`config.mk`:
```
export PLATFORM = sky130hd
export DESIGN_NAME = sobel_edge_detect
export DESIGN_NICKNAME = d
export VERILOG_FILES = /design/src/rtl/sobel_edge_detect.sv
export SDC_FILE = /design/constraint.sdc
export NUM_CORES = 2
export LEC_CHECK = 0
export CAP_MARGIN = 5
export CORE_ASPECT_RATIO = 1.25
export CORE_MARGIN = 2
export CORE_UTILIZATION = 55
export CTS_CLUSTER_SIZE = 24
export DETAILED_ROUTE_END_ITERATION = 16
export PLACE_DENSITY = 0.7
export SETUP_SLACK_MARGIN = 0.02
export SLEW_MARGIN = 20
export SYNTH_ARGS = -nofsm -noshare
export SYNTH_HDL_FRONTEND = slang
export SYNTH_SLANG_ARGS = --single-unit
export TNS_END_PERCENT = 30
```
`constraint.sdc`:
```
create_clock -name clk -period 9.1 [get_ports clk]
set_input_delay 2.73 -clock clk [delete_from_list [all_inputs] [get_ports clk]]
set_output_delay 2.73 -clock clk [all_outputs]
set_load 0.02 [all_outputs]
```
`src/rtl/sobel_edge_detect.sv`:
```
// Streaming 3x3 Sobel edge detector for one IMG_W x IMG_H frame per reset.
// Define SOBEL_BINARY_EN for a thresholded 0/255 output instead of magnitude.
module sobel_edge_detect #(
  parameter int IMG_W     = 32,
  parameter int IMG_H     = 32,
  parameter int THRESHOLD = 128
) (
  input  logic       clk,
  input  logic       rst,
  input  logic [7:0] pix_data,
  output logic       busy,
  output logic       valid,
  output logic [7:0] edge_out
);

  localparam int CW = $clog2(IMG_W);
  localparam int RW = $clog2(IMG_H);

  localparam logic [1:0] S_LOAD2 = 2'd0;
  localparam logic [1:0] S_CALC  = 2'd1;
  localparam logic [1:0] S_LOAD  = 2'd2;
  localparam logic [1:0] S_DONE  = 2'd3;

`ifdef SOBEL_BINARY_EN
  localparam bit BIN = 1'b1;
`else
  localparam bit BIN = 1'b0;
`endif

  localparam logic [CW+1:0] N_ROW  = (CW+2)'(IMG_W);
  localparam logic [CW+1:0] N_ROW2 = (CW+2)'(2 * IMG_W);
  localparam logic [11:0]   THR    = 12'(THRESHOLD);

  logic [1:0]    state;
  logic [CW+1:0] rq;
  logic          pend;
  logic [CW-1:0] wr_col;
  logic [1:0]    wr_buf;
  logic [CW-1:0] ccol;
  logic [RW-1:0] crow;
  logic [1:0]    mid_buf;
  logic [7:0]    line [3][IMG_W];

  logic          req;
  logic          last_wr;

  function automatic logic [1:0] nxt3(input logic [1:0] b);
    return (b == 2'd2) ? 2'd0 : b + 2'd1;
  endfunction

  always_comb begin
    busy = 1'b1;
    if (state == S_LOAD2)
      busy = (rq == N_ROW2);
    else if (state == S_LOAD)
      busy = (rq == N_ROW);
  end

  assign req = ~busy;
  // busy rises with the last request, so pend here marks the final pixel
  assign last_wr = pend && busy;

  always_ff @(posedge clk) begin
    if (pend)
      line[wr_buf][wr_col] <= pix_data;
  end

  always_ff @(posedge clk or posedge rst) begin
    if (rst) begin
      state   <= S_LOAD2;
      rq      <= '0;
      pend    <= 1'b0;
      wr_col  <= '0;
      wr_buf  <= 2'd0;
      ccol    <= '0;
      crow    <= '0;
      mid_buf <= 2'd0;
    end else begin
      pend <= req;
      if (req)
        rq <= rq + 1'b1;
      if (pend) begin
        if (wr_col == CW'(IMG_W - 1)) begin
          wr_col <= '0;
          wr_buf <= nxt3(wr_buf);
        end else begin
          wr_col <= wr_col + 1'b1;
        end
      end
      unique case (state)
        S_LOAD2, S_LOAD: begin
          if (last_wr)
            state <= S_CALC;
        end
        S_CALC: begin
          if (ccol == CW'(IMG_W - 1)) begin
            ccol    <= '0;
            crow    <= crow + 1'b1;
            mid_buf <= nxt3(mid_buf);
            if (crow == RW'(IMG_H - 1)) begin
              state <= S_DONE;
            end else if (crow == RW'(IMG_H - 2)) begin
              state <= S_CALC;
            end else begin
              state <= S_LOAD;
              rq    <= '0;
            end
          end else begin
            ccol <= ccol + 1'b1;
          end
        end
        default: state <= S_DONE;
      endcase
    end
  end

  logic [1:0]    rb [3];
  logic          re [3];
  logic [CW-1:0] ci [3];
  logic          ce [3];
  logic [7:0]    w  [3][3];

  always_comb begin
    rb[0] = (mid_buf == 2'd0) ? 2'd2 : mid_buf - 2'd1;
    rb[1] = mid_buf;
    rb[2] = nxt3(mid_buf);
    re[0] = (crow != '0);
    re[1] = 1'b1;
    re[2] = (crow != RW'(IMG_H - 1));
    ci[0] = ccol - 1'b1;
    ci[1] = ccol;
    ci[2] = ccol + 1'b1;
    ce[0] = (ccol != '0);
    ce[1] = 1'b1;
    ce[2] = (ccol != CW'(IMG_W - 1));
    for (int i = 0; i < 3; i++)
      for (int j = 0; j < 3; j++)
        w[i][j] = (re[i] && ce[j]) ? line[rb[i]][ci[j]] : 8'd0;
  end

  logic [9:0]         sl, sr, st, sb;
  logic signed [10:0] gx, gy;
  logic [10:0]        ax, ay;
  logic [11:0]        mag;
  logic [7:0]         res;

  always_comb begin
    sl  = {2'b0, w[0][0]} + {1'b0, w[1][0], 1'b0} + {2'b0, w[2][0]};
    sr  = {2'b0, w[0][2]} + {1'b0, w[1][2], 1'b0} + {2'b0, w[2][2]};
    st  = {2'b0, w[0][0]} + {1'b0, w[0][1], 1'b0} + {2'b0, w[0][2]};
    sb  = {2'b0, w[2][0]} + {1'b0, w[2][1], 1'b0} + {2'b0, w[2][2]};
    gx  = $signed({1'b0, sr}) - $signed({1'b0, sl});
    gy  = $signed({1'b0, sb}) - $signed({1'b0, st});
    ax  = gx[10] ? 11'(-gx) : 11'(gx);
    ay  = gy[10] ? 11'(-gy) : 11'(gy);
    mag = {1'b0, ax} + {1'b0, ay};
    if (BIN)
      res = (mag >= THR) ? 8'hFF : 8'h00;
    else
      res = (|mag[11:8]) ? 8'hFF : mag[7:0];
  end

  always_ff @(posedge clk or posedge rst) begin
    if (rst) begin
      valid    <= 1'b0;
      edge_out <= 8'd0;
    end else begin
      valid    <= (state == S_CALC);
      edge_out <= (state == S_CALC) ? res : 8'd0;
    end
  end

endmodule

```
# Word level (Yosys, flattened, before mapping)
# Memories as Yosys holds them, arrays and structs flattened.
# Index checks and enable logic that the tools add are counted.
# W data, S select, Z words.
[op_classes]
n_addsub = 21
order_cmp = 5
n_eq_ne = 14
mux = 57
bitwise = 5
reduce_logical = 15
[ops]
columns = ["op", "count"]
rows = [
  ["$bmux W8 S5", 8],
  ["$mux W256", 1],
  ["$mux W8", 27],
  ["$add A10 B8 Y10", 4],
  ["$add A8 B9 Y10", 4],
  ["$demux W8 S5", 1],
  ["$mux W7", 5],
  ["$ge A6 B6 Y1 const B", 4],
  ["$not A5 Y6", 4],
  ["$mux W11", 2],
  ["$neg A11 Y11", 2],
  ["$sub A10 B10 Y11", 2],
  ["$eq A5 B5 Y1 const B", 4],
  ["$add A5 B1 Y5 const B", 3],
  ["$mux W2", 7],
  ["$add A11 B11 Y12", 1],
  ["$mux W5", 2],
  ["$ne A5 B5 Y1 const B", 2],
  ["$reduce_bool A5 Y1", 2],
  ["$add A7 B1 Y7 const B", 1],
  ["$eq A7 B6 Y1 const B", 1],
  ["$eq A7 B7 Y1 const B", 1],
  ["$eq A2 B2 Y1 const B", 3],
  ["$logic_and A1 B1 Y1", 6],
  ["other kinds (13)", 20],
]
[word_totals]
ff_bits = 38
mem_bits_rw = 768
input_bits = 10
output_inout_bits = 10
wordCells = 128
memories = 1
[memory_table]
columns = ["memory", "depth", "word_bits", "rd", "rd_clocked_by_memory_dff", "wr", "line", "source"]
rows = [
  ["line", 3, 256, 3, 0, 1, "42", "logic [7:0] line [3][IMG_W];"],
]

# Longest topological paths before layout
# An unclocked memory read counts as a cell.
[logic_depth]
word_depth = 16
mapped_depth = 37

# Least setup slack after synthesis
# Ideal clock, no wire load.
[synth_timing]
path_kind = "register to register"
from = "register ccol[0]"
to = "register edge_out[0]"
setup_ns = 0.152
t_arrival_ns = 9.007
setup_slack_ns = -0.059
path_stages_with_launch = 31
synth_period_minus_slack_ns = 9.159
cell_sequence = "dfrtp_1 buf_2 inv_1 buf_2 buf_1 buf_1 ha_1 inv_1 buf_2 buf_1 mux4_2 nor2_1 nor2_1 or3_1 fa_1 fa_1 fa_1 ha_1 a21o_1 and4_1 o2111a_1 o31ai_2 nand2_1 mux2_2 fa_1 a21o_1 a21oi_1 o21ai_0 a211o_1 a221oi_1 a21oi_1"
[synth_via]
elab_chain_cells = 15
elab_cells_between_ends = 61
cone_classes = "add/sub: 15; eq/ne: 1; mux: 36; bitwise: 3; reduce/logical: 6"
[synth_lines]
columns = ["item", "line", "source"]
rows = [
  ["start: declaration", "39", "logic [CW-1:0] ccol;"],
  ["start signal: assignment", "109", "ccol <= ccol + 1'b1;"],
  ["$add A5 B1 Y5 or $sub A5 B1 Y5 (tied branches)", "132, 130", ""],
  ["$not A5 Y6 (not written as such)", "138", "w[i][j] = (re[i] && ce[j]) ? line[rb[i]][ci[j]] : 8'd0;"],
  ["$bmux W8 S5", "138", ""],
  ["$mux W8 (not written as such) (2 in a row)", "138", ""],
  ["$mux W8", "138", ""],
  ["$add A8 B9 Y10, on equally long branches", "--", ""],
  ["$add A10 B8 Y10, on equally long branches", "--", ""],
  ["$sub A10 B10 Y11, on equally long branches", "152, 153", ""],
  ["$neg A11 Y11, on equally long branches", "154, 155", ""],
  ["$mux W11, on equally long branches", "154, 155", ""],
  ["$add A11 B11 Y12 *", "156", "mag = {1'b0, ax} + {1'b0, ay};"],
  ["$reduce_or A4 Y1", "160", "res = (|mag[11:8]) ? 8'hFF : mag[7:0];"],
  ["$mux W8 *", "160", ""],
  ["$mux W8 *", "169", "edge_out <= (state == S_CALC) ? res : 8'd0;"],
  ["end signal: assignment", "169", ""],
  ["end: declaration", "13", "output logic [7:0] edge_out"],
]
# Mark *: on every way between the ends. The rest lies on a longest branch, timed or not. The select of a mux whose other input is x is not followed.
# A chain may end at the register's enable or synchronous reset.

# Final worst setup path
[layout_timing]
from = "register mid_buf[0]"
to = "register edge_out[0]"
[layout_via]
elab_chain_cells = 16
elab_cells_between_ends = 57
cone_classes = "add/sub: 15; eq/ne: 1; mux: 38; reduce/logical: 2; memory: 1"
[layout_lines]
columns = ["item", "line", "source"]
rows = [
  ["start: declaration", "41", "logic [1:0] mid_buf;"],
  ["start signal: assignment", "99", "mid_buf <= nxt3(mid_buf);"],
  ["$sub A2 B1 Y2, or another cell as far along", "124", "rb[0] = (mid_buf == 2'd0) ? 2'd2 : mid_buf - 2'd1;"],
  ["$mux W2, on equally long branches", "124, 48", ""],
  ["$mem_v2 Z3 W256 *", "--", ""],
  ["$bmux W8 S5", "138", ""],
  ["$mux W8 (not written as such) (2 in a row)", "138", ""],
  ["$mux W8", "138", ""],
  ["$add A8 B9 Y10, on equally long branches", "--", ""],
  ["$add A10 B8 Y10, on equally long branches", "--", ""],
  ["$sub A10 B10 Y11, on equally long branches", "152, 153", ""],
  ["$neg A11 Y11, on equally long branches", "154, 155", ""],
  ["$mux W11, on equally long branches", "154, 155", ""],
  ["$add A11 B11 Y12 *", "156", ""],
  ["$reduce_or A4 Y1", "160", ""],
  ["$mux W8 *", "160", ""],
  ["$mux W8 *", "169", ""],
]
# Marks and branches as above.

==> flow_summary.toml <==
[clock_network]
cts.clk_slew.worst_paths_ps = 70
ctsRootBufferMaster = "clkbuf_16"
clkLatencyLatePin_ps = 740
ctsLongestPathBuffers = 3
cts_buffers = 86
clock_sinks = 806
cts_tree = "yes"
h-tree-depth = 3

[timing]
hold_viol = 0
fin_worst_skew_ps = 37.6
finalSetupTns_ps = 0
fmax_mhz = 111
maxSlewHeadroom_pct = 11.7
setup_violations = 0
drv_slew = 0
rsz0062_at_grt = "false"
period_share_pct = 98.9
fin_crit_ps = 9000
tightest_slew_ps = 1330
hold_ws_ps = 533

[routing]
drtPass1Iterations = 6
drtAntennaViolNets = 0
routed_via_density = 7.56
routed_wl_um = 285000
wl_per_cell_um = 42.8
vias = 50300
first_iter_violations = 7297
drc = 0

[worst_hold_path]
hold_depth = 1
worstHoldEndpoint = "crow[3]"
hold_class = "reg2reg"
min_from = "crow[3]"

[synth]
synth_area_um2 = 63200
ys_top_cells_by_count = "edfxtp_1, mux2i_1, mux2_2"
syn_avg_cell_area_um2 = 12.8
synth_edf_count = 768
synth_top_cell_by_area = "edfxtp_1"
yosysUniqueCellTypes = 85
synthTopCellsByArea = "edfxtp_1, mux4_2, mux2i_1"
yosysWarnings = 0
synth.most_common_cell = "edfxtp_1"
yosysTopAreaCellShare_pct = 36.5
synthCells = 4930
yosysSeqAreaShare_pct = 38.0
synth_nets = 5057
async_reset_ff_share_pct = 4.71
synth_seq_cells = 806
synth_ff_type = "edfxtp_1"

[critical_path]
r2r_end = "edge_out[0]"
worstPathRequired_ps = 9650
path_class = "reg2reg"
cp-start-kind = "flop"
cpPeakStageDelay_ps = 660
path_common_cell = "fa_1"
end_kind = "flop"
ff2ff_path_depth = 29
arrival_ps = 9550
r2r_slack_ps = 100
reg2reg_from = "mid_buf[0]"
slowest_stage = "fa_1"
cp_max_fo = 30

[layout]
drive_gt1_share_pct = 32.9
area_growth_pct = 11.7
num-fill-cells = 9008
fin_nets = 5218
seqCellArea_um2 = 24000
fin_util_pct = 61.7
multiInputGateArea_um2 = 36900

[place]
port_buffers = 19
dpl.hpwl_um = 213000
gp_congestion = 1.12

[global_route]
grt_usage_pct = 48.2
grt_max_degree = 110
grt_pass1_wl_um = 390000
grt_overflow_total = 0
grt_pass1_vias = 48400
antenna_found_initial = 27

[power]
peakVddDrop_mv = 0.267
p_leak_nw = 25.2
p_per_area_nw_per_um2 = 115

[floorplanning]
design.portCount = 20
start_util_pct = 55.2
die_area_um2 = 118000
rows = 139
core_area_um2 = 114000
dieHeight_um = 383
die_x_um = 307

[run]
max-cap-violations = 0

[status]
status = "completed"
==> cell type report <==
class	count	area share, %
clock inverters	73	1.37
well taps	1480	2.62
clock buffers	88	3.06
diodes	13	0.0461
multi-input cells	3633	52.3
repair buffers	482	6.13
flip-flops and latches	806	34.0
inverters	82	0.472
==> how the worst max path moves through the flow <==
stage / slack (ps) / depth (start not counted) / startpoint / end
floorplan: 170 / 31 / ccol[0] / edge_out[0]
global placement: 290 / 27 / mid_buf[0] / edge_out[1]
detailed placement: 210 / 30 / mid_buf[0] / edge_out[0]
CTS: 120 / 30 / mid_buf[0] / edge_out[1]
global route: 30 / 29 / mid_buf[0] / edge_out[0]
finish: 100 / 29 / mid_buf[0] / edge_out[0]
==> placed cells by master, fill, tap and decap left out, drive strengths merged, types with 20 or more instances in the layout <==
cell type,Yosys,layout
mux2i,699,699
buf,314,470
mux2,693,693
ha,54,54
nand3,52,52
clkinv,3,46
a21oi,113,113
a22oi,61,61
o221ai,22,22
nor3,72,72
xor2,20,20
nand4,45,45
dfrtp,38,38
o22ai,53,53
o211a,24,24
edfxtp,768,768
clkbuf,95,89
o21ai,140,140
or3,22,22
mux4,464,464
inv,79,87
xnor2,32,32
nand2b,39,39
a211oi,47,47
nand2,233,233
fa,63,63
o211ai,41,41
nor2,373,373
==> flip-flops by register name, summed over array words and instances (netlist names) <==
signal    count
mid_buf       2
line        768
ccol          5
wr_buf        2
state         2
crow          5
wr_col        5
edge_out      8
valid         1
pend          1
rq            7
==> repair_timing <==
| action | in CTS | in global routing |
|---|---|---|
| gates resized for setup | 0 | 8 |
| endpoints found under the setup margin | 0 | 8 |
| hold buffers | 0 | 0 |
| buffers inserted | 0 | 21 |
==> power breakdown <==
group          internal [mW]  total (mW)  switching [mW]
registers               4.06        4.06         0.00155
clock network           2.28        3.95            1.67
logic                0.00777      0.0865          0.0787
==> stage by stage <==
stage / power, mW / area (um2) / std cells / worst slack (ps)
after floorplan: 4.15 / 63200 / 4930 / 166
after global placement: 4.22 / 67100 / 6461 / 292
after detailed placement: 4.22 / 67100 / 6461 / 209
after CTS: 8.10 / 70200 / 6622 / 121
after global routing: 8.22 / 70600 / 6644 / 27.8
final: 8.09 / 70600 / 6657 / 96.4
==> cells by family (layout without fill, tap and decap cells) <==
logic type               after synthesis  count (layout)  share of synthesized area (%)
buffers and inverters                491             725                           4.02
AND/OR/NAND/NOR                      919             919                           6.64
AO/OA/AOI/OAI                        689             689                           7.57
flip-flops                           806             806                           38.0
other                                  0              13                              0
adder cells (fa/ha/maj)              117             117                           3.07
XOR/XNOR                              52              52                          0.745
multiplexers                        1856            1856                           40.0
==> critical path: cells and delay by family, from the launching register on <==
family                     cells  cell delay [ps]
AOI/OAI and AO/OA             11             2920
adders and majority gates      6             2510
buffers and inverters          5             1030
and+or+nand+nor                3              450
muxes                          4             1290
DFF                            1              570
==> metal layers <==
layer / track usage (%) / part of all wire [%] / vias to the layer above
met5: 0 / 0.066 / -
met3: 11.6 / 11 / 1052
met1: 59.0 / 35 / 25500
li1: - / - / 20000
met2: 72.4 / 44 / 3712
met4: 39.7 / 10 / 28
Power figures use the tool's default switching activity.
